--- src/rtl/serial_frame_tx.sv ---
// Serial frame transmitter: start bit, 2-bit port, 4-bit length (MSB first), then
// the payload LSB first, one bit per clk_en step. The line idles high.
module serial_frame_tx #(
    parameter int MAX_LEN = 15
) (
    input  logic        clk,
    input  logic        rst,
    input  logic        clk_en,
    input  logic        start,
    input  logic [1:0]  port,
    input  logic [3:0]  len,
    input  logic [15:0] data,
    output logic        ser_out,
    output logic        busy,
    output logic        done,
    output logic [4:0]  bits_left,
    output logic [2:0]  state_o
);

    typedef enum logic [2:0] {
        S_IDLE  = 3'd0,
        S_START = 3'd1,
        S_PORT  = 3'd2,
        S_LEN   = 3'd3,
        S_DATA  = 3'd4,
        S_FIN   = 3'd5
    } state_t;

    localparam logic [3:0] LEN_CAP = 4'(MAX_LEN);

    state_t      state_q, state_d;
    logic [1:0]  port_q, port_d;
    logic [3:0]  len_q, len_d;
    logic [15:0] shreg_q, shreg_d;
    logic [2:0]  hdr_cnt_q, hdr_cnt_d;
    logic [4:0]  bits_left_q, bits_left_d;
    logic [3:0]  len_acc;

    // Requests longer than the configured maximum are clipped rather than overrun.
    assign len_acc = (len > LEN_CAP) ? LEN_CAP : len;

    always_ff @(posedge clk) begin
        if (!rst) begin
            state_q     <= S_IDLE;
            port_q      <= '0;
            len_q       <= '0;
            shreg_q     <= '0;
            hdr_cnt_q   <= '0;
            bits_left_q <= '0;
        end else begin
            state_q     <= state_d;
            port_q      <= port_d;
            len_q       <= len_d;
            shreg_q     <= shreg_d;
            hdr_cnt_q   <= hdr_cnt_d;
            bits_left_q <= bits_left_d;
        end
    end

    always_comb begin
        state_d     = state_q;
        port_d      = port_q;
        len_d       = len_q;
        shreg_d     = shreg_q;
        hdr_cnt_d   = hdr_cnt_q;
        bits_left_d = bits_left_q;
        case (state_q)
            S_IDLE: begin
                // A clk_en coinciding with acceptance is deliberately not consumed here.
                if (start) begin
                    state_d     = S_START;
                    port_d      = port;
                    len_d       = len_acc;
                    shreg_d     = data;
                    hdr_cnt_d   = 3'd0;
                    bits_left_d = {1'b0, len_acc};
                end
            end
            S_START: begin
                if (clk_en) begin
                    state_d   = S_PORT;
                    hdr_cnt_d = 3'd1;
                end
            end
            S_PORT: begin
                if (clk_en) begin
                    if (hdr_cnt_q == 3'd2) begin
                        state_d   = S_LEN;
                        hdr_cnt_d = 3'd1;
                    end else begin
                        hdr_cnt_d = hdr_cnt_q + 3'd1;
                    end
                end
            end
            S_LEN: begin
                if (clk_en) begin
                    if (hdr_cnt_q == 3'd4) begin
                        hdr_cnt_d = 3'd0;
                        state_d   = (len_q != 4'd0) ? S_DATA : S_FIN;
                    end else begin
                        hdr_cnt_d = hdr_cnt_q + 3'd1;
                    end
                end
            end
            S_DATA: begin
                if (clk_en) begin
                    shreg_d = {1'b0, shreg_q[15:1]};
                    if (bits_left_q != 5'd0) begin
                        bits_left_d = bits_left_q - 5'd1;
                    end
                    if (bits_left_q <= 5'd1) begin
                        state_d = S_FIN;
                    end
                end
            end
            S_FIN:   state_d = S_IDLE;
            default: state_d = S_IDLE;
        endcase
    end

    always_comb begin
        ser_out   = 1'b1;
        busy      = (state_q != S_IDLE);
        done      = (state_q == S_FIN);
        bits_left = (state_q == S_IDLE) ? 5'd0 : bits_left_q;
        case (state_q)
            S_START: ser_out = 1'b0;
            S_PORT:  ser_out = (hdr_cnt_q == 3'd1) ? port_q[1] : port_q[0];
            S_LEN: begin
                case (hdr_cnt_q)
                    3'd1:    ser_out = len_q[3];
                    3'd2:    ser_out = len_q[2];
                    3'd3:    ser_out = len_q[1];
                    default: ser_out = len_q[0];
                endcase
            end
            S_DATA:  ser_out = shreg_q[0];
            default: ser_out = 1'b1;
        endcase
    end

    assign state_o = state_q;

endmodule
--- config.mk ---
export PLATFORM = sky130hd
export DESIGN_NAME = serial_frame_tx
export DESIGN_NICKNAME = d
export VERILOG_FILES = /design/src/rtl/serial_frame_tx.sv
export SDC_FILE = /design/constraint.sdc
export NUM_CORES = 1
export LEC_CHECK = 0
export CAP_MARGIN = 20
export CORE_MARGIN = 4
export CORE_UTILIZATION = 30
export DETAILED_ROUTE_END_ITERATION = 10
export PLACE_DENSITY = 0.53
export SLEW_MARGIN = 15
export SYNTH_ARGS = -nofsm -noshare
export SYNTH_HDL_FRONTEND = slang
export SYNTH_SLANG_ARGS = --single-unit
--- constraint.sdc ---
create_clock -name clk -period 2.2 [get_ports clk]
set_input_delay 0.33 -clock clk [delete_from_list [all_inputs] [get_ports clk]]
set_output_delay 0.33 -clock clk [all_outputs]
set_load 0.005 [all_outputs]
==> reports/results.md <==
| Stage | Metric | Reported |
| --- | --- | --- |
| die | Vertical die dimension | 87.9 um |
| synth | Average footprint of a synthesized cell | 8.04 sq um |
| synth | Number of unique standard cell types used by synthesis | 46 |
| sta | Endpoints failing setup | 0 |
| global routing | Global-route track usage on met3 | 3.57% |
| clocking | Number of clock buffers inserted by TritonCTS | 5 |
| synth | FF+latch count, synth | 33 |
| die | Die Footprint | 7720 sq um |
| placed design | Final HPWL DP | 3.56 mm |
| synth | Synthesized netlist cell count | 238 |
| hold path | Worst Hold Endpoint | port_q[1] |
| layout | Area grow syn2layout | 33.1% |
| drt | Number of nets with antenna violations after detailed routing | 0 |
| global routing | Global-route wire length before repair | 8.71 mm |
| drt | DR pass1 iterations | 4 |
| global routing | Number of global-route vias before repair | 1845 |
| drt | DR DRC count | 0 |
| die | Core Rows | 28 |
| pwr | Clock group share of total power | 35.3% |
| clocking | CTS tree | done |
| placed design | Dpl cell area | 2400 sq um |
| synth | Mapped Area | 1910 sq um |
| die | I/O pin cnt | 37 |
| pwr | Switching share of power | 28.7% |
| drt | Routed len/inst | 14.2 um |
| sta | Transition time at the pin with the least slew margin | 0.352 ns |
| layout | Final cell count without fillers | 358 |
| placed design | Total placed cells including tap cells | 350 |
| drt | Total wirelength of the detailed-routed design | 5.08 mm |
| pwr | Flop pwr share | 42.1% |
| clocking | Maximum buffer depth of the clock tree | 2 |
| global routing | GR Layer Usage met1 | 19.7% |
| global routing | Global Route met2 Usage | 22.0% |
| critical path | Category of the worst setup path capture point | output pin |
| pwr | PwrDens | 652 nW/um^2 |
| placed design | Routability congestion estimate | 0.806 |
| pwr | Int Pwr | 1.19 mW |
| critical path | Top fanout value on the critical path | 5 |
| synth | Number of flops mapped to enable cells by yosys | 0 |
| clocking | Buffers inserted by post-CTS timing repair | 0 |
| run | Maximum Capacitance Violations | 0 |
| layout | Total inserted antenna cells | 0 |
| run status | Run status | finished, final reports clean |
| layout | Final Instance Area | 2550 sq um |
| layout | Final-layout fill cell count | 618 |
| global routing | Pin count of the biggest net entering global routing | 31 |
| sta | Worst-case clock skew | 0.00351 ns |
| layout | Storage element area | 667 sq um |
| clocking | Hold buffer count at CTS | 0 |
| die | X dimension of the die | 87.9 um |
| clocking | # clock sinks | 33 |
| critical path | Required arrival time at the worst endpoint | 1.87 ns |
| sta | Worst max-slew margin expressed relative to the limit | 76.2% |
| die | Initial Utilization | 31.6% |
| pwr | Worst vdd ir | 326 uV |
| hold path | WHS Path Cells | 2 |
| sta | Slack of the critical path | 0.134 ns |
| sta | Final cycle utilization of the critical path | 93.9% |
| drt | Initial drt markers | 94 |
| critical path | Crit path launch type | register |
| pwr | Leakage | 0.953 nW |
| clocking | Clock-pin slew of the registers on the worst-case setup and hold paths | 0.08 ns |
| sta | Max-slew violation count | 0 |
| layout | Proportion of layout cells with a drive suffix above 1 | 15.2% |
| die | Core area | 6060 sq um |
| global routing | Layer with the highest usage after global routing | met2 |
| critical path | Register-to-register setup slack | 0.34 ns |
| pwr | Power dissipated by switching net loads | 0.477 mW |
| clocking | Number of H-tree levels | 2 |
| sta | Time the final worst path needs with I/O delays and setup | 2.07 ns |
| drt | Vias per inst | 4.97 |
| synth | Synth Warn # | 0 |
| global routing | Global router's overall resource usage | 14.3% |
| synth | FFs w/ async S/R, synth | 0% |
| synth | Sequential fraction of the synthesis area | 34.5% |
| placed design | Pre-CTS setup slack | 0.0268 ns |
| critical path | End of the worst register-to-register path | shreg_q[5] |
| drt | Vias | 1779 |
| pwr | Proportion of power drawn by combinational gates | 22.7% |
| synth | Most used flip-flop cell after synthesis | sky130_fd_sc_hd__dfxtp_1 |
| layout | Post-layout net count | 316 |
| critical path | Worst endpoint data arrival time | 1.74 ns |
| hold path | Hold path startpoint | port_q[1] |
| critical path | Count of cells along the worst register-to-register path | 5 |
| critical path | Critical Setup Path Class | register to output pin |
| global routing | Grt ovf | 0 |
| layout | Post-route core utilization | 42.1% |
| synth | Post-Synthesis Net Count | 272 |
| global routing | Initial antenna violation count | 0 |
| clocking | Clk Latency, worst-skew pair | 0.28 ns |
| critical path | Crit Reg-Reg Startpoint | state_o[0] |
| placed design | Number of input and output port buffers inserted | 36 |
| sta | Final hold violations | 0 |
| sta | Final total negative setup slack | 0 ns |
| hold path | Min-Delay Path Class | register to register |
| clocking | Buffer type at the clock tree root | sky130_fd_sc_hd__clkbuf_8 |
| sta | Achievable Freq | 0.484 GHz |
| layout | Footprint of the multi-input gates | 1150 sq um |
| sta | Setup repair after global routing missed its margin | no |
[power groups by stage]
stage | clock, mW | combinational (mW) | sequential (mW)
2_1_floorplan | 0 | 0.235 | 0.699
3_3_place_gp | 0 | 0.372 | 0.712
3_5_place_dp | 0 | 0.372 | 0.711
4_1_cts | 0.605 | 0.376 | 0.698
5_1_grt | 0.628 | 0.425 | 0.708
6_report | 0.586 | 0.377 | 0.699
[area by class of cell]
class	count	share of cell area, %
multi-input combinational	179	45.2
tap	75	3.68
inverter	10	1.47
sequential	33	26.2
timing repair buffer	53	18.9
clock inverter	3	1.82
clock buffer	5	2.70
[cells in the mapped netlist, drive strengths merged, types with 3 or more instances]
| master | count | area (sq um) |
|---|---|---|
| a21boi | 7 | 52.6 |
| a21o | 3 | 22.5 |
| a21oi | 11 | 55.1 |
| a311oi | 15 | 144 |
| a31oi | 3 | 18.8 |
| buf | 11 | 80.1 |
| clkbuf | 5 | 18.8 |
| dfxtp | 33 | 661 |
| ha | 8 | 100 |
| inv | 10 | 37.5 |
| nand2 | 56 | 218 |
| nand3 | 4 | 20.0 |
| nor2 | 23 | 86.3 |
| nor2b | 6 | 37.5 |
| nor3b | 3 | 22.5 |
| nor4 | 3 | 18.8 |
| o21ai | 5 | 25.0 |
| or3 | 3 | 18.8 |
| or4b | 3 | 30.0 |
[logic make-up (layout without fill, tap and decap cells)]
family                     count (synthesis)  after routing  synth area share [%]
adders and majority gates                  8              8                  5.23
DFF                                       33             33                  34.5
muxes                                      3              3                  1.63
buffers and inverters                     26             71                  7.12
and+or+nand+nor                          112            112                  29.6
AOI/OAI and AO/OA                         54             54                  21.0
xor gates and xnor gates                   2              2                 0.915
[metrics by stage]
step | hold slack (ns) | power, mW
after global routing | 0.492 | 1.76
final | 0.459 | 1.66
after detailed placement | 0.449 | 1.08
after CTS | 0.459 | 1.68
after global placement | 0.454 | 1.08
after floorplan | 0.433 | 0.934
[flip-flops by register name (all words and copies together) (netlist names)]
name,count
hdr_cnt_q,3
state_o,3
bits_left_q,5
shreg_q,16
len_q,4
port_q,2
[how the worst max path moves through the flow]
stage	endpoint	startpoint	slack, ns
floorplan	ser_out	state_o[1]	0.37
global placement	ser_out	hdr_cnt_q[0]	0.05
detailed placement	ser_out	hdr_cnt_q[0]	0.03
CTS	ser_out	hdr_cnt_q[1]	-0.02
global route	bits_left[4]	state_o[1]	0.03
finish	ser_out	hdr_cnt_q[0]	0.13
[routing by layer]
| metal | share of wire [%] | vias to the layer above |
|---|---|---|
| met5 | 0 | - |
| met4 | 1.1 | 0 |
| met3 | 4.3 | 7 |
| met2 | 43 | 34 |
| met1 | 52 | 809 |
| li1 | - | 929 |
[layout by cell type, fill, tap and decap left out, types with 3 or more instances in the layout]
cell type | Yosys | layout
sky130_fd_sc_hd__inv_1 | 10 | 10
sky130_fd_sc_hd__dfxtp_1 | 33 | 30
sky130_fd_sc_hd__buf_4 | 3 | 17
sky130_fd_sc_hd__ha_1 | 8 | 6
sky130_fd_sc_hd__nand3_1 | 4 | 4
sky130_fd_sc_hd__clkdlybuf4s50_1 | 0 | 35
sky130_fd_sc_hd__a31oi_1 | 3 | 3
sky130_fd_sc_hd__nor4_1 | 3 | 3
sky130_fd_sc_hd__nand2_1 | 55 | 55
sky130_fd_sc_hd__o21ai_0 | 5 | 4
sky130_fd_sc_hd__clkbuf_8 | 0 | 5
sky130_fd_sc_hd__a21oi_1 | 11 | 11
sky130_fd_sc_hd__nor2b_1 | 6 | 5
sky130_fd_sc_hd__nor2_1 | 23 | 22
sky130_fd_sc_hd__a21boi_0 | 7 | 7
sky130_fd_sc_hd__a21o_1 | 3 | 3
sky130_fd_sc_hd__or3_1 | 3 | 3
sky130_fd_sc_hd__a311oi_1 | 13 | 13
[what timing repair did]
item | CTS | global route
pin swaps | 0 | 1
setup endpoints to repair | 7 | 7
gates resized for setup | 8 | 7
[critical path, cell delays in order (launching register included)]
cell	delay, ns
sky130_fd_sc_hd__dfxtp_4	0.37
sky130_fd_sc_hd__ha_1	0.20
sky130_fd_sc_hd__ha_1	0.19
sky130_fd_sc_hd__a221o_1	0.34
sky130_fd_sc_hd__o21ai_1	0.13
sky130_fd_sc_hd__a31oi_1	0.10
sky130_fd_sc_hd__clkbuf_2	0.12
(Power assumes the default switching activity.)
